$ cat config.mk
export PLATFORM = sky130hd
export DESIGN_NAME = ucaspian_step_ctrl
export DESIGN_NICKNAME = d
export VERILOG_FILES = /design/src/rtl/ucaspian_step_ctrl.sv
export SDC_FILE = /design/constraint.sdc
export NUM_CORES = 1
export LEC_CHECK = 0
export ABC_AREA = 1
export ABC_CLOCK_PERIOD_IN_PS = 1700
export BUFFER_PORTS_ARGS = -buffer_cell sky130_fd_sc_hd__buf_4
export CORE_MARGIN = 2
export CORE_UTILIZATION = 45
export CTS_BUF_LIST = sky130_fd_sc_hd__clkbuf_8
export CTS_CLUSTER_SIZE = 25
export DETAILED_ROUTE_END_ITERATION = 16
export PLACE_DENSITY = 0.67
export SKIP_CTS_REPAIR_TIMING = 1
export SYNTH_ARGS = -nofsm -noshare
export SYNTH_HDL_FRONTEND = slang
export SYNTH_SLANG_ARGS = --single-unit
$ cat constraint.sdc
create_clock -name clk -period 1.7 [get_ports clk]
set_input_delay 0.085 -clock clk [delete_from_list [all_inputs] [get_ports clk]]
set_output_delay 0.085 -clock clk [all_outputs]
set_load 0.01 [all_outputs]
$ cat src/rtl/ucaspian_step_ctrl.sv
// Timestep sequencer for the uCaspian core: runs N steps, clears activity/config,
// and gates host configuration to the idle state.
module ucaspian_step_ctrl #(
    parameter int unsigned NUM_UNITS  = 4,
    parameter int unsigned SETTLE_CYC = 3,
    parameter int unsigned STEP_W     = 16
) (
    input  logic                 clk,
    input  logic                 reset_n,
    input  logic [1:0]           cmd,
    input  logic [STEP_W-1:0]    cmd_steps,
    input  logic                 cmd_vld,
    output logic                 cmd_rdy,
    input  logic                 abort,
    input  logic [NUM_UNITS-1:0] unit_step_done,
    input  logic [NUM_UNITS-1:0] unit_clear_done,
    output logic                 enable,
    output logic                 next_step,
    output logic                 clear_act,
    output logic                 clear_config,
    output logic                 config_allow,
    output logic                 step_pulse,
    output logic [STEP_W-1:0]    time_count,
    output logic                 cmd_done,
    output logic                 busy
);

    localparam int unsigned SET_W = 4;
    localparam logic [SET_W-1:0] SETTLE_MAX = SET_W'(SETTLE_CYC);

    typedef enum logic [2:0] {
        IDLE,
        CLEAR,
        RUN_START,
        RUN_WAIT,
        DONE
    } state_t;

    state_t             state, state_nxt;
    logic [SET_W-1:0]   settle, settle_nxt;
    logic [STEP_W-1:0]  remaining, remaining_nxt;
    logic [STEP_W-1:0]  time_nxt;
    logic               clr_cfg, clr_cfg_nxt;
    logic               step_nxt;
    logic               done_nxt;

    always_ff @(posedge clk or negedge reset_n) begin
        if (!reset_n) state <= IDLE;
        else          state <= state_nxt;
    end

    // Next-state, counter updates and pulse requests.
    always_comb begin
        state_nxt     = state;
        settle_nxt    = settle;
        remaining_nxt = remaining;
        time_nxt      = time_count;
        clr_cfg_nxt   = clr_cfg;
        step_nxt      = 1'b0;
        done_nxt      = 1'b0;
        case (state)
            IDLE: begin
                if (cmd_vld) begin
                    case (cmd)
                        2'd0: done_nxt = 1'b1;
                        2'd1: begin
                            remaining_nxt = cmd_steps;
                            state_nxt     = (cmd_steps == '0) ? DONE : RUN_START;
                        end
                        default: begin
                            clr_cfg_nxt = (cmd == 2'd3);
                            settle_nxt  = '0;
                            state_nxt   = CLEAR;
                        end
                    endcase
                end
            end
            CLEAR: begin
                if (settle < SETTLE_MAX) settle_nxt = settle + SET_W'(1);
                if ((settle >= SETTLE_MAX) && (&unit_clear_done)) begin
                    time_nxt  = '0;
                    state_nxt = DONE;
                end
            end
            RUN_START: begin
                settle_nxt = '0;
                state_nxt  = RUN_WAIT;
            end
            RUN_WAIT: begin
                if (settle != SETTLE_MAX) begin
                    settle_nxt = settle + SET_W'(1);
                end else if (&unit_step_done) begin
                    step_nxt      = 1'b1;
                    time_nxt      = time_count + STEP_W'(1);
                    remaining_nxt = remaining - STEP_W'(1);
                    state_nxt     = ((remaining == STEP_W'(1)) || abort) ? DONE : RUN_START;
                end
            end
            DONE:    state_nxt = IDLE;
            default: state_nxt = IDLE;
        endcase
        if (state_nxt == DONE) done_nxt = 1'b1;
    end

    // Outputs are registered from the next state so they line up with the state register.
    always_ff @(posedge clk or negedge reset_n) begin
        if (!reset_n) begin
            settle       <= '0;
            remaining    <= '0;
            time_count   <= '0;
            clr_cfg      <= 1'b0;
            cmd_rdy      <= 1'b1;
            config_allow <= 1'b1;
            enable       <= 1'b0;
            next_step    <= 1'b0;
            clear_act    <= 1'b0;
            clear_config <= 1'b0;
            step_pulse   <= 1'b0;
            cmd_done     <= 1'b0;
            busy         <= 1'b0;
        end else begin
            settle       <= settle_nxt;
            remaining    <= remaining_nxt;
            time_count   <= time_nxt;
            clr_cfg      <= clr_cfg_nxt;
            cmd_rdy      <= (state_nxt == IDLE);
            config_allow <= (state_nxt == IDLE);
            enable       <= (state_nxt == RUN_START) || (state_nxt == RUN_WAIT);
            next_step    <= (state_nxt == RUN_START);
            clear_act    <= (state_nxt == CLEAR) && !clr_cfg_nxt;
            clear_config <= (state_nxt == CLEAR) && clr_cfg_nxt;
            step_pulse   <= step_nxt;
            cmd_done     <= done_nxt;
            busy         <= (state_nxt != IDLE);
        end
    end

endmodule

# [After elaboration in Yosys (flattened, before gate mapping)]
# Index checks and enable logic that the tools add are counted.
[word_totals] elab_cells=89 ff_bits=48 in_bits=30
[classes] n_reduce_logical=20 eq_ne=19 n_addsub=3 n_lt_le_gt_ge=2 muxes=32
[op_table] op="2-to-1 mux 16 bit" count=7
[op_table] op="one-hot mux 16 bit (2 select lines)" count=2
[op_table] op="2-to-1 mux 3 bit" count=6
[op_table] op="adder 16 x 1 -> 16 bit, second input constant" count=1
[op_table] op="== test 16 x 1 -> 1 bit, second input constant" count=1
[op_table] op="zero test 16 bit" count=1
[op_table] op="2-to-1 mux 4 bit" count=4
[op_table] op="one-hot mux 4 bit (4 select lines)" count=1
[op_table] op="subtractor 16 x 1 -> 16 bit, second input constant" count=1
[op_table] op="!= test 2 bit, second input constant" count=7
[op_table] op="== test 3 x 2 -> 1 bit, second input constant" count=4
[op_table] op="one-hot mux 3 bit (4 select lines)" count=1
[op_table] op="AND reduction 4 bit" count=3
[op_table] op="2-to-1 mux 1 bit" count=10
[op_table] op="AND reduction 5 bit" count=2
[op_table] op="== test 3 x 1 -> 1 bit, second input constant" count=2
[op_table] op="zero test 3 bit" count=2
[op_table] op="one-hot mux 3 bit (2 select lines)" count=1
[op_table] op="adder 4 x 1 -> 4 bit, second input constant" count=1
[op_table] op=">= comparator 4 x 2 -> 1 bit, second input constant" count=1
[op_table] op="less-than comparator 4 x 2 -> 1 bit, second input constant" count=1
[op_table] op="!= test 4 x 2 -> 1 bit, second input constant" count=1
[op_table] op="nonzero test 2 bit" count=2
[op_table] op="nonzero test 4 bit" count=1
[op_table] op="10 further kinds" count=13

# [Logic depth before layout (Yosys ltp)]
# Gate-level depths: netlist of run 1.
[logic_depth] depth_word=8 depth_mapped=10

# [Worst setup path before layout of run 1]
# Ideal clock, no wire load.
[synth_timing] path_type="reg-to-reg" startpoint="register settle[0]" endpoint="register remaining[11]" period_less_slack_ns=1.441 required_ns=1.577 n_path_buf=1 arrival_ns=1.318 stages_incl_launch_ff=8 path_slack_ns=0.259 path_cell_list="dfrtp_1 -> ha_1 -> nand2_1 -> o21ai_2 -> nand3_2 -> buf_2 -> o21ai_0 -> nand2_1"
[synth_between] elab_chain_len=3
[synth_lines] element="start: declaration" line_no="40" source="logic [SET_W-1:0] settle, settle_nxt;"
[synth_lines] element="start signal: assignment" line_no="122" source="settle <= settle_nxt;"
[synth_lines] element="!= test 4 x 2 -> 1 bit" line_no="90" source="if (settle != SETTLE_MAX) begin"
[synth_lines] element="!= test 2 bit (no line)"
[synth_lines] element="AND reduction 5 bit (no line)"
[synth_lines] element="end signal: assignment" line_no="123" source="remaining <= remaining_nxt;"
[synth_lines] element="end: declaration" line_no="41" source="logic [STEP_W-1:0] remaining, remaining_nxt;"
# No other way between the ends.
# A chain may end at the register's enable or synchronous reset.

# [Worst setup path after layout of run 1]
[layout_timing] startpoint="register state[2]" endpoint="register remaining[3]"
[layout_between] elab_chain_len=3 word_cells_on_any_way=9 cone_classes="5 x eq/ne; 1 x mux; 3 x reduce/logical"
[layout_lines] element="start: declaration" line_no="39" source="state_t state, state_nxt;"
[layout_lines] element="start signal: assignment" line_no="49" source="else state <= state_nxt;"
[layout_lines] element="== test 3 x 2 -> 1 bit or zero test 3 bit (tied branches)" line_no="61" source="case (state)"
[layout_lines] element="!= test 2 bit (no line), or another cell as far along"
[layout_lines] element="AND reduction 5 bit (no line)"
# Parallel ways exist; a longest one is shown, timed or not.

==> results of run 1 <==
[area by class of cell]
type,instances,area [µm²]
clock buffers,6,82.6
repair buffers,65,505
well taps,80,100
multi-input cells,333,1600
fillers,680,2970
clock inverters,2,38.8
inverters,58,219
flip-flops and latches,48,1200
[layer usage]
layer	routed length, µm	global-route usage (%)	share of wire, %
met1	3420	28.5	46
met4	68	4.69	0.91
met2	3650	35.9	49
met3	349	3.33	4.7
met5	0	0	0
[logic make-up (layout without fill, tap and decap cells)]
| group | count (synthesis) | in the layout | share of synthesized area (%) |
|---|---|---|---|
| simple gates | 265 | 265 | 37.6 |
| buf+inv | 70 | 131 | 9.76 |
| compound gates | 59 | 59 | 10.5 |
| flops | 48 | 48 | 39.1 |
| xor+xnor | 5 | 5 | 1.42 |
| fa+ha+maj | 4 | 4 | 1.63 |
[stage by stage]
step / setup TNS [ns] / std cells / total power [W]
finish: 0 / 592 / 0.00545
global route: -0.00544 / 592 / 0.00594
CTS: 0 / 588 / 0.00538
detailed placement: 0 / 580 / 0.00447
global placement: 0 / 580 / 0.00442
floorplan: 0 / 451 / 0.00373
[cells in the mapped netlist (all sizes together)]
cell type  number
o211ai          2
nand3          38
ha              4
inv            57
or2             1
nand3b          1
buf            11
clkinv          1
dfrtp          47
nand4          20
o21bai          1
o21ai          43
nand2         128
nor3            6
nor2           71
a21o            1
o31ai           3
clkbuf          1
dfstp           1
xor2            5
a21oi           9
[tightest hold or removal path, delay by kind of cell]
family | cells | cell delay, ns
compound gates | 1 | 0.08
buf+inv | 1 | 0.09
simple gates | 1 | 0.06
[worst paths after layout]
check / startpoint / end / cells after the start
setup reg to reg: state[2] / remaining[3] / 6
hold / removal: cmd_steps[14] / remaining[14] / 3
min in group asynchronous: reset_n / remaining[12] / 2
max in group asynchronous: reset_n / remaining[9] / 2
setup / recovery: state[2] / remaining[3] / 6
hold reg to reg: remaining[10] / remaining[10] / 2
[sequential cells by signal, summed over array words and instances, names as in the netlist, 3 cells and up]
name,flops
remaining,16
settle,4
state,3
time_count,16
[report_power, final]
group	switching [W]	leakage, nW	internal, W
Sequential	0.000286	0.620	0.00151
Clock	0.000409	0.0614	0.000482
Combinational	0.00177	1.20	0.000995
Total	0.00246	1.88	0.00298
==> out/qor.csv, run 1 <==
stage,metric,value,unit
outcome,status,"finished, final reports clean",
worst_setup_path,critPathKind,flop to flop,
layout,mostFrequentLayoutCells,"nand2_1, nor2_1, buf_4",
layout,final_layout_size_suffix_gt1_share,18.6,%
cts,cts_tree,built,
worst_setup_path,endpoint_kind,flop,
placement,dpl-instance-area,0.00357,mm²
layout,mostFrequentLayoutCell,nand2_1,
worst_setup_path,critPathMaxFanout,20,
worst_setup_path,crit_buf_inv,1,
sta,rsz0062_at_grt,true,
synth,syn_inst,451,
worst_setup_path,cp.required,1.87,ns
floorplanning,start_util,45.8,%
min_path,min_path_type,input port to flop,
worst_setup_path,crit_top_cell,o21ai_0,
sta,period_needed,1.58,ns
synth,ys_seq_elements,48,
floorplanning,fp-row-count,30,
sta,fin_hold_ws,0.0314,ns
synth,netlist.area_leader.share,38.2,%
placement,hpwl,5590,µm
floorplanning,io_pins,55,
synth,synth_area_leaders,"dfrtp_1, nand2_1, nor2_1, inv_1, nand3_1",
route,viasPerCell,5.15,
worst_setup_path,start_kind,flop,
sta,finalClockSkew,0.0141,ns
route,drcViolationCount,0,
worst_setup_path,critPathTopFamily,simple AND/OR/NAND/NOR gates,
floorplanning,die_x,86.7,µm
power,power_leakage,1.88,nW
placement,place_ws,0.0164,ns
global_route,first_global_vias,2869,
global_route,grt-ovfl-total,0,
sta,min_period_over_period,93.0,%
route,drtAntennaViolNets,0,
route,first_pass_iters,6,
route,drt_iter0_drc,133,
cts,cts_buffers,5,
sta,setup_ws,0.119,ns
floorplanning,die_h,86.7,µm
global_route,grt_pass1_wl,12800,µm
cts,path_clk_slew,0.10,ns
worst_setup_path,worst-endpoint-arrival,1.76,ns
layout,diodes,0,
global_route,grt_use_total,21.1,%
synth,syn_area_per_cell,6.82,µm²
sta,timing.slew.headroom,57.5,%
route,route.vias.total,3048,
power,vdd_ir_drop_max,0.606,mV
placement,port_buffers,54,
synth,yosysSeqAreaShare,39.1,%
sta,fmax,0.633,GHz
worst_setup_path,r2r_slack,0.12,ns
worst_setup_path,slowest_delay,0.45,ns
worst_setup_path,slowest_stage,dfrtp_1,
cts,cts.sinks,48,
floorplanning,design.core.area,0.00672,mm²
route,routedWlPerCell,12.7,µm
global_route,grt_max_degree,49,
synth,synth_top_area_cell,dfrtp_1,
placement,place.gp.congestion,0.872,
layout,final_nets,545,
layout,post-route-util,55.8,%
job,max-cap-violations,0,
power,powerDensity,1450,mW/mm²
cts,cts_root_buffer,clkbuf_8,
sta,setup_viol,0,
sta,finalHoldViolations,0,
cts,htree_levels,2,
layout,syn_to_final_growth,21.7,%
worst_setup_path,worstPathCellList,"nor3_2, nand2_1, nand3_2, clkinv_2, o21ai_0, o21ai_0",
cts,insertion_delay,0.31,ns
synth,synth.distinct_cells,32,
sta,worst_slew_pin_slew,0.637,ns
synth,syn_area,0.00308,mm²
synth,synth_fp_nets,485,
cts,clk_path_buf_depth,2,
global_route,antenna_found_initial,0,
synth,ys.warnings.count,0,
layout,finalInstanceArea,0.00375,mm²
sta,slew_violations,0,
floorplanning,die_area,0.00752,mm²
route,wirelength,7490,µm
Power figures use the tool's default switching activity.
==> inputs of run 2 (changes only) <==
- CORE_MARGIN: 2 -> 1
- MAX_ROUTING_LAYER: default -> met4
==> out/qor.csv, run 2 (synthesis gave the netlist of run 1 again) <==
stage,metric,value,unit
outcome,status,"finished, final reports clean",
route,drcViolationCount,0,
placement,port_buffers,54,
power,power_leakage,1.88,nW
cts,htree_levels,2,
route,drtAntennaViolNets,0,
global_route,met1_usage,29.4,%
layout,final_layout_size_suffix_gt1_share,18.9,%
power,power.total,0.00547,W
route,routedWlPerCell,12.6,µm
cts,insertion_delay,0.31,ns
cts,path_clk_slew,0.10,ns
power,powerDensity,1460,mW/mm²
placement,dpl-instance-area,0.00356,mm²
cts,clk_path_buf_depth,2,
layout,post-route-util,58.1,%
sta,min_period_over_period,93.4,%
global_route,met3_usage,3.24,%
job,max-cap-violations,0,
layout,mostFrequentLayoutCells,"nand2_1, nor2_1, buf_4",
worst_setup_path,slowest_delay,0.39,ns
placement,hpwl,5500,µm
worst_setup_path,slowest_stage,dfrtp_1,
layout,largestRegisters,"remaining: 16 flops, time_count: 16 flops, settle: 4 flops",
sta,timing.slew.headroom,58.5,%
cts,cts_tree,built,
layout,diodes,0,
worst_setup_path,start_kind,flop,
floorplanning,die_h,84.7,µm
layout,syn_to_final_growth,21.8,%
worst_setup_path,endpoint_kind,flop,
sta,slew_violations,0,
power,vdd_ir_drop_max,0.839,mV
sta,finalClockSkew,0.00544,ns
layout,finalInstanceArea,0.00375,mm²
global_route,first_global_vias,2727,
sta,setup_viol,0,
global_route,grt_use_met2,35.8,%
global_route,grt_use_total,22.2,%
worst_setup_path,worstPathCellList,"ha_1, inv_1, nand2_1, nand2_1, nand2_2, nand2_1, nor2_1, nand4_1, nor2_1",
min_path,min_path_type,input port to flop,
route,route.vias.total,3054,
floorplanning,die_x,84.7,µm
layout,register_area,0.00120,mm²
sta,worst_slew_pin_slew,0.622,ns
sta,period_needed,1.59,ns
global_route,grt_max_degree,49,
worst_setup_path,critPathMaxFanout,3,
worst_setup_path,critPathKind,flop to flop,
sta,setup-tns-final,0,ns
layout,fillCellCount,619,
layout,mostFrequentLayoutCell,nand2_1,
route,wirelength,7440,µm
floorplanning,design.core.area,0.00646,mm²
global_route,grt_pass1_wl,12400,µm
global_route,grt-ovfl-total,0,
route,drt_iter0_drc,154,
worst_setup_path,crit_top_cell,nand2_1,
worst_setup_path,critPathTopFamily,simple AND/OR/NAND/NOR gates,
worst_setup_path,crit_buf_inv,1,
floorplanning,start_util,47.7,%
floorplanning,io_pins,55,
global_route,antenna_found_initial,0,
worst_setup_path,cp.required,1.95,ns
layout,final_nets,546,
worst_setup_path,worst-endpoint-arrival,1.84,ns
cts,cts_root_buffer,clkbuf_8,
route,first_pass_iters,6,
layout,multi_input_area,0.00160,mm²
cts,cts_buffers,5,
global_route,grt-busiest-layer,met2,
sta,finalHoldViolations,0,
floorplanning,die_area,0.00717,mm²
placement,place.gp.congestion,0.881,
cts,cts.sinks,48,
floorplanning,fp-row-count,29,
sta,fmax,0.630,GHz
route,viasPerCell,5.18,
## run 2: cell count changes in the layout (fill, tap and decap cells not counted), sizes merged
| cell | previous run | this run |
|---|---|---|
| inv | 56 | 57 |
| clkbuf | 6 | 5 |
| clkinv | 3 | 2 |
| clkinvlp | 0 | 1 |
| buf | 63 | 64 |
## run 2: area by class of cell
| cell class | count | share of cell area (%) |
|---|---|---|
| Multi-Input combinational cell | 333 | 42.7 |
| Inverter | 58 | 5.87 |
| Sequential cell | 48 | 32.1 |
| Tap cell | 77 | 2.57 |
| Clock inverter | 3 | 1.13 |
| Clock buffer | 5 | 1.84 |
| Timing Repair Buffer | 66 | 13.8 |
## run 2: path summary, 6_finish.rpt
check / startpoint / to / slack [ns] / cells past startpoint
setup / recovery: settle[1] / config_allow / 0.11 / 9
setup reg to reg: settle[1] / config_allow / 0.11 / 9
min in group asynchronous: reset_n / remaining[2] / 0.31 / 2
max in group asynchronous: reset_n / clear_config / 0.96 / 2
hold reg to reg: remaining[10] / remaining[10] / 0.53 / 2
hold / removal: cmd_steps[14] / remaining[14] / 0.03 / 3
## run 2: metrics by stage
step | hold slack [ns] | cells | worst slack (ns)
2_1_floorplan | -0.211 | 451 | 0.259
3_3_place_gp | 0.145 | 577 | 0.101
3_5_place_dp | 0.152 | 577 | 0.0392
4_1_cts | -0.187 | 585 | 0.0177
5_1_grt | 0.0403 | 590 | -0.0312
6_report | 0.0294 | 590 | 0.112
## run 2: worst reg2reg max path, stage by stage, from the launching register on
cell and delay [ns]:
dfrtp_1 0.39, ha_1 0.21, inv_1 0.05, nand2_1 0.10, nand2_1 0.08, nand2_2 0.10, nand2_1 0.10, nor2_1 0.22
nand4_1 0.16, nor2_1 0.11
## run 2: metal layers
| layer | share of wire (%) | vias up |
|---|---|---|
| met4 | 1.0 | 0 |
| met1 | 47 | 1396 |
| met3 | 4.3 | 8 |
| li1 | - | 1577 |
| met2 | 47 | 73 |
| met5 | 0 | - |
## run 2: power breakdown
group          total, W  internal [W]  switching, W
clock network  0.000859      0.000436      0.000423
registers       0.00180       0.00151      0.000294
logic           0.00281       0.00101       0.00179
total           0.00547       0.00296       0.00251
==> inputs of run 3 (changes only) <==
- PLACE_DENSITY: 0.67 -> 0.77
==> out/qor.csv, run 3 (synthesis gave the netlist of run 1 again) <==
stage,metric,value,unit
floorplanning,die_area,0.00717,mm²
cts,path_clk_slew,0.10,ns
worst_setup_path,worstPathCellList,"ha_2, nand2_2, o21ai_2, nand3_2, buf_4, o21ai_0, nand2_1",
layout,syn_to_final_growth,22.1,%
min_path,min_path_type,input port to flop,
sta,timing.slew.headroom,59.1,%
job,max-cap-violations,0,
cts,insertion_delay,0.32,ns
route,routedWlPerCell,13.0,µm
worst_setup_path,slowest_stage,dfrtp_1,
cts,cts_buffers,5,
power,vdd_ir_drop_max,0.812,mV
floorplanning,die_x,84.7,µm
layout,largestRegisters,"remaining: 16 flops, time_count: 16 flops, settle: 4 flops",
worst_setup_path,slowest_delay,0.39,ns
worst_setup_path,start_kind,flop,
power,power_leakage,1.88,nW
route,route.vias.total,3110,
cts,cts.sinks,48,
worst_setup_path,r2r_slack,0.12,ns
power,powerDensity,1490,mW/mm²
worst_setup_path,reg2reg_depth,7,
global_route,grt_use_total,23.2,%
outcome,status,"finished, final reports clean",
worst_setup_path,endpoint_kind,flop,
route,drt_iter0_drc,191,
route,viasPerCell,5.29,
worst_setup_path,r2r_start,settle[1],
sta,finalClockSkew,0.0180,ns
placement,port_buffers,54,
floorplanning,io_pins,55,
layout,diodes,0,
sta,min_period_over_period,92.7,%
global_route,first_global_vias,2890,
worst_setup_path,critPathTopFamily,flip-flops,
sta,setup_viol,0,
worst_setup_path,cp.required,1.91,ns
worst_setup_path,r2r_end,remaining[11],
min_path,min_delay_path_depth,3,
floorplanning,start_util,47.7,%
cts,clk_path_buf_depth,2,
sta,fin_hold_ws,0.0371,ns
sta,finalHoldViolations,0,
placement,hpwl,5690,µm
worst_setup_path,critPathKind,flop to flop,
global_route,grt_max_degree,49,
cts,cts_root_buffer,clkbuf_8,
global_route,grt_pass1_wl,12900,µm
layout,final_layout_size_suffix_gt1_share,18.6,%
layout,final_nets,544,
layout,mostFrequentLayoutCells,"nand2_1, nor2_1, buf_4",
layout,mostFrequentLayoutCell,nand2_1,
route,drtAntennaViolNets,0,
cts,htree_levels,2,
route,first_pass_iters,8,
worst_setup_path,critPathMaxFanout,12,
min_path,hold-path-endpoint,remaining[14],
layout,finalInstanceArea,0.00376,mm²
sta,fmax,0.635,GHz
global_route,antenna_found_initial,0,
floorplanning,die_h,84.7,µm
worst_setup_path,crit_buf_inv,1,
sta,slew_violations,0,
floorplanning,fp-row-count,29,
placement,dpl-instance-area,0.00357,mm²
worst_setup_path,worst-endpoint-arrival,1.78,ns
route,drcViolationCount,0,
global_route,grt-ovfl-total,0,
floorplanning,design.core.area,0.00646,mm²
placement,place.gp.congestion,0.882,
sta,period_needed,1.58,ns
cts,cts_tree,built,
route,wirelength,7650,µm
min_path,min_from,cmd_steps[14],
sta,worst_slew_pin_slew,0.614,ns
run 3: cell types whose count changed in the layout (fill, tap and decap cells not counted), sizes merged:
cell      change
bufinv        +1
clkinv        -1
inv           +1
clkinvlp      -1
buf           -2
run 3: metrics by stage:
stage	total power, W	TNS (ns)	util (%)	cells	setup WS, ns
after floorplan	0.00373	0	-	451	0.259
after global placement	0.00442	0	55.3	578	0.101
after detailed placement	0.00450	0	55.3	578	0.0708
after CTS	0.00551	0	57.4	586	0.0640
after global routing	0.00604	-0.00386	58.2	588	-0.00386
final	0.00558	0	58.2	588	0.125
run 3: worst min-delay path: stages:
cell,delay [ns]
buf_4,0.09
o211ai_1,0.09
nand2_1,0.06
run 3: per-layer routing:
layer / track usage [%] / part of all wire, % / vias up
met2: 37.8 / 48 / 105
met3: 4.03 / 5.4 / 22
met5: - / 0 / -
met1: 28.5 / 45 / 1420
li1: - / - / 1563
met4: 9.55 / 2.4 / 0
run 3: cell type report:
| class | count | area (µm²) |
|---|---|---|
| fillers | 607 | 2700 |
| repair buffers | 64 | 498 |
| well taps | 77 | 96.3 |
| inverters | 58 | 220 |
| flip-flops and latches | 48 | 1200 |
| multi-input cells | 333 | 1600 |
| clock buffers | 5 | 68.8 |
| clock inverters | 3 | 68.8 |
run 3: worst max-delay path by stage:
stage	to	slack [ns]	from	cells after the start
finish	remaining[11]	0.12	settle[1]	7
global route	time_count[12]	-0.004	settle[1]	10
CTS	remaining[15]	0.06	settle[0]	8
global placement	remaining[15]	0.10	settle[0]	8
floorplan	remaining[11]	0.26	settle[0]	7
detailed placement	remaining[15]	0.07	settle[0]	8
run 3: power breakdown:
| part | internal (W) | leakage (nW) | switching, W |
|---|---|---|---|
| Sequential | 0.00151 | 0.620 | 0.000283 |
| Combinational | 0.000985 | 1.19 | 0.00179 |
| Clock | 0.000593 | 0.0687 | 0.000423 |
| Total | 0.00309 | 1.88 | 0.00250 |
